## config.mk

```make
export PLATFORM = sky130hd
export DESIGN_NAME = bsg_unscan_stream
export DESIGN_NICKNAME = d
export VERILOG_FILES = /design/src/rtl/bsg_two_fifo.sv /design/src/rtl/bsg_unscan_stream.sv
export SDC_FILE = /design/constraint.sdc
export NUM_CORES = 1
export LEC_CHECK = 0
export CAP_MARGIN = 20
export CORE_ASPECT_RATIO = 1.75
export CORE_UTILIZATION = 24
export DETAILED_ROUTE_END_ITERATION = 6
export GPL_ROUTABILITY_DRIVEN = 0
export HOLD_SLACK_MARGIN = 0.03
export PLACE_DENSITY = 0.46
export SYNTH_ARGS = -nofsm -noshare
export SYNTH_HDL_FRONTEND = slang
export SYNTH_SLANG_ARGS = --single-unit
```

## constraint.sdc

```tcl
create_clock -name clk_i -period 2.4 [get_ports clk_i]
set_input_delay 0.48 -clock clk_i [delete_from_list [all_inputs] [get_ports clk_i]]
set_output_delay 0.48 -clock clk_i [all_outputs]
set_load 0.1 [all_outputs]
```

## src/rtl/bsg_two_fifo.sv

```systemverilog
// Two-entry in-order FIFO with valid/ready input and valid/yumi output.
// ready_o depends only on registered occupancy, never on yumi_i.
module bsg_two_fifo #(
    parameter int width_p = 8
) (
    input  logic               clk_i,
    input  logic               reset_i,
    output logic               ready_o,
    input  logic [width_p-1:0] data_i,
    input  logic               v_i,
    output logic               v_o,
    output logic [width_p-1:0] data_o,
    input  logic               yumi_i
);

    logic [width_p-1:0] mem_r [2];
    logic               head_r;
    logic               tail_r;
    logic [1:0]         count_r;
    logic               enq;
    logic               deq;

    assign enq     = v_i & ready_o;
    assign deq     = yumi_i & v_o;
    assign ready_o = (count_r != 2'd2);
    assign v_o     = (count_r != 2'd0);
    assign data_o  = mem_r[head_r];

    // Pointer and occupancy tracking; enqueue+dequeue together leaves count unchanged
    always_ff @(posedge clk_i) begin
        if (reset_i) begin
            head_r  <= 1'b0;
            tail_r  <= 1'b0;
            count_r <= 2'd0;
        end else begin
            if (enq) tail_r <= ~tail_r;
            if (deq) head_r <= ~head_r;
            case ({enq, deq})
                2'b10:   count_r <= count_r + 2'd1;
                2'b01:   count_r <= count_r - 2'd1;
                default: count_r <= count_r;
            endcase
        end
    end

    // Storage write; contents are don't-care while the slot is empty
    always_ff @(posedge clk_i) begin
        if (enq) mem_r[tail_r] <= data_i;
    end

endmodule

```

## src/rtl/bsg_unscan_stream.sv

```systemverilog
// Streaming inverse of an XOR prefix scan across multi-word frames.
// Each output bit is the scanned bit XOR its neighbour toward the scan origin;
// the neighbour of the word's origin-side edge bit is carried from the previous word.
module bsg_unscan_stream #(
    parameter int width_p    = 8,
    parameter bit lo_to_hi_p = 1'b0
) (
    input  logic               clk_i,
    input  logic               reset_i,
    input  logic               v_i,
    input  logic [width_p-1:0] data_i,
    input  logic               last_i,
    output logic               ready_o,
    output logic               v_o,
    output logic [width_p-1:0] data_o,
    output logic               last_o,
    input  logic               yumi_i
);

    logic               carry_r;
    logic               frame_start_r;
    logic               carry_eff;
    logic               accept;
    logic               boundary_bit;
    logic [width_p-1:0] neighbor;
    logic [width_p-1:0] unscan;

    assign accept    = v_i & ready_o;
    // carry_r is already zero at frame start; masking keeps that explicit
    assign carry_eff = carry_r & ~frame_start_r;

    generate
        if (width_p == 1) begin : g_single
            assign neighbor     = carry_eff;
            assign boundary_bit = data_i[0];
        end else if (lo_to_hi_p) begin : g_lo_to_hi
            assign neighbor     = {data_i[width_p-2:0], carry_eff};
            assign boundary_bit = data_i[width_p-1];
        end else begin : g_hi_to_lo
            assign neighbor     = {carry_eff, data_i[width_p-1:1]};
            assign boundary_bit = data_i[0];
        end
    endgenerate

    assign unscan = data_i ^ neighbor;

    // Carry the far-edge scanned bit into the next word; cleared at frame end
    always_ff @(posedge clk_i) begin
        if (reset_i) begin
            carry_r       <= 1'b0;
            frame_start_r <= 1'b1;
        end else if (accept) begin
            carry_r       <= last_i ? 1'b0 : boundary_bit;
            frame_start_r <= last_i;
        end
    end

    bsg_two_fifo #(
        .width_p(width_p + 1)
    ) fifo (
        .clk_i  (clk_i),
        .reset_i(reset_i),
        .ready_o(ready_o),
        .data_i ({last_i, unscan}),
        .v_i    (v_i),
        .v_o    (v_o),
        .data_o ({last_o, data_o}),
        .yumi_i (yumi_i)
    );

    // Consumer must only take a word that is being offered
    always_ff @(posedge clk_i) begin
        if (!reset_i) begin
            assert (!(yumi_i && !v_o))
                else $error("bsg_unscan_stream: yumi_i asserted while v_o low");
        end
    end

endmodule

```

==> results.cfg <==
[worst_setup_path]
critical_path_arrival_ns = 1.46
critPathRequiredTime_ns = 1.92
cpLargestDelayFamily = flip-flops
crit_slowest_cell = dfxtp_1
crit_path_start_kind = flop
crit_buf_inv = 1
path_cells = mux2_2, buf_12
critPathCaptureType = output pin
regToRegSetupSlack_ns = 0.73
critPathKind = flop to output pin
cpPeakStageDelay_ns = 0.59
worstPathMaxFanout = 9

[power_and_ir_drop]
powerDensity_mw_per_mm2 = 1360
power.internal_mw = 1.06
leakage_nw = 0.531
seqPwrFrac_pct = 31.6
switching_share_pct = 46.0
p_sw_uw = 900
power_frac_clock_pct = 12.0
irDropWorstVdd_v = 0.000772
pwr-share-comb_pct = 56.4
totalPowerFinal_mw = 1.96

[layout]
drive_gt1_share_pct = 26.0
finalNetCount = 111
multi_input_area_um2 = 327
syn2layout_area_growth_pct = 40.7
antenna_cells = 0
fin_area_mm2 = 0.00144
nFillCells = 448
regArea_um2 = 681

[drt]
drtAntennaViolNets = 0
vias = 612
drt_drc_violations_left = 0
drtIter0Drc = 13
wl_per_cell_um = 11.9
drtPass1Iterations = 4
routed_wl_um = 1730
via_per_inst = 4.22

[yosys]
synthSimpleGateAreaFrac_pct = 6.85
syn_area_mm2 = 0.00102
synthXorXnorAreaFrac_pct = 9.41
muxShareOfSynthArea_pct = 9.90
ys_ff_latch = 25
post_synth_num_cell_types = 20
synth-main-ff-cell = edfxtp_1
avgSynthCellArea_um2 = 14.6
async_flop_share_pct = 0
synth_warnings = 0
synth_top_family_by_area = multiplexers
yosysSeqAreaShare_pct = 66.5
synth_cells = 70
synth-edff-count = 18
synth_adder_area_share_pct = 1.22
synth_compound_area_share_pct = 4.52
syn_nets = 84

[timing]
period_share_pct = 80.6
min_period_ns = 1.94
hold_violations = 0
slew_headroom_pct = 69.6
worstMarginPinSlew_ns = 0.456
drv_slew = 0
fin_skew_ns = 0.00179
setup_tns_ns = 0
max_freq_mhz = 517
rsz0062_at_grt = false
setup_viol = 0

[die]
core_mm2 = 0.00411
dieArea_mm2 = 0.00454
fp.dieH_um = 88.4
io_pins = 24
die_w_um = 51.4
rows = 31
initial_core_util_pct = 24.9

[min_path]
hold_path_class = flop to flop

[place]
port_buffers = 23
post_dp_cell_area_mm2 = 0.00140
dp_hpwl_um = 1310

[clock_tree]
cts_tree = yes
cts_setup_buffers = 0
cts-root-buf = clkbuf_8
cts_resized = 0
clockBufferDepth = 2
clk_pin_slew_ns = 0.08
cts_hold_buf = 0
htree_levels = 1
numCtsBuffers = 3
worstSkewPairLatency_ns = 0.26
cts_sinks = 25

[status]
status = finished, final reports clean

[global_routing]
overflow = 0
antenna_found_initial = 0
grt_pass1_wl_um = 2900
grt_start_max_net_pins = 14
grt_usage_pct = 8.99
grt_pass1_vias = 654

[flow_run]
maxCapViolCount = 0
## metal layers
| layer | GRT usage [%] | share of wire [%] | vias up |
|---|---|---|---|
| li1 | - | - | 302 |
| met1 | 9.06 | 39 | 291 |
| met2 | 16.8 | 56 | 17 |
| met3 | 1.55 | 3.4 | 2 |
| met4 | 5.16 | 1.7 | 0 |
| met5 | 0 | 0 | - |
## metrics by stage
stage	util (%)	worst slack (ns)	hold WS [ns]	std cells
floorplan	-	0.270	0.426	70
global placement	33.9	0.325	0.439	141
detailed placement	33.9	0.285	0.442	141
CTS	35.0	0.404	0.462	145
global route	35.0	0.356	0.482	145
finish	35.0	0.465	0.457	145
## worst paths after layout
check,cells past startpoint,startpoint,to
setup / recovery,2,flop,last_o
hold / removal,1,frame_start_r,frame_start_r
setup reg to reg,6,fifo.count_r[1],fifo.count_r[1]
hold reg to reg,1,frame_start_r,frame_start_r
## Yosys cell counts, drive strengths merged, types with 2 or more instances
cell type,count,area (um^2)
a21oi,3,15.0
and3,2,12.5
dfxtp,7,140
edfxtp,18,541
inv,3,11.3
mux2,9,101
nor2,3,11.3
o21ai,3,15.0
or3,2,12.5
xnor2,3,26.3
xor2,8,70.1
## cell usage in the layout (no fill, tap or decap)
cell / count
edfxtp_1: 18
clkdlybuf4s50_1: 12
mux2_2: 9
buf_12: 9
xor2_1: 8
dfxtp_1: 7
inv_1: 3
xnor2_1: 3
nor2_1: 3
o21ai_0: 3
a21oi_1: 3
clkbuf_8: 3
and3_1: 2
or3_1: 2
buf_4: 2
o21a_1: 1
nor2b_2: 1
nand2_1: 1
or2_2: 1
nand2b_1: 1
nand4b_1: 1
a211o_1: 1
ha_1: 1
clkbuf_1: 1
## registers in the layout, summed over array words and instances (netlist names), named ones only
register and cells:
carry_r 1, fifo.tail_r 1, fifo.mem_r 18, fifo.count_r 2, frame_start_r 1, fifo.head_r 1
## kinds of logic (layout without fill, tap and decap cells)
| group | after synthesis | in the layout |
|---|---|---|
| xor gates and xnor gates | 11 | 11 |
| muxes | 9 | 9 |
| buffers and inverters | 4 | 30 |
| DFF | 25 | 25 |
| AOI/OAI and AO/OA | 8 | 8 |
| adders and majority gates | 1 | 1 |
| and+or+nand+nor | 12 | 12 |
## layout make-up
type | instances | share of cell area (%)
clock buffer | 4 | 3.13
multi-input combinational | 41 | 22.7
sequential | 25 | 47.3
tap | 49 | 4.26
timing repair buffer | 23 | 21.9
inverter | 3 | 0.782
## power by group through the flow
| stage | clock network [mW] | registers [mW] | logic, mW |
|---|---|---|---|
| after global routing | 0.270 | 0.632 | 1.15 |
| after floorplan | 0 | 0.594 | 0.787 |
| after detailed placement | 0 | 0.631 | 1.11 |
| after global placement | 0 | 0.629 | 1.10 |
| after CTS | 0.246 | 0.623 | 1.11 |
| final | 0.235 | 0.617 | 1.10 |
(Power assumes the default switching activity.)
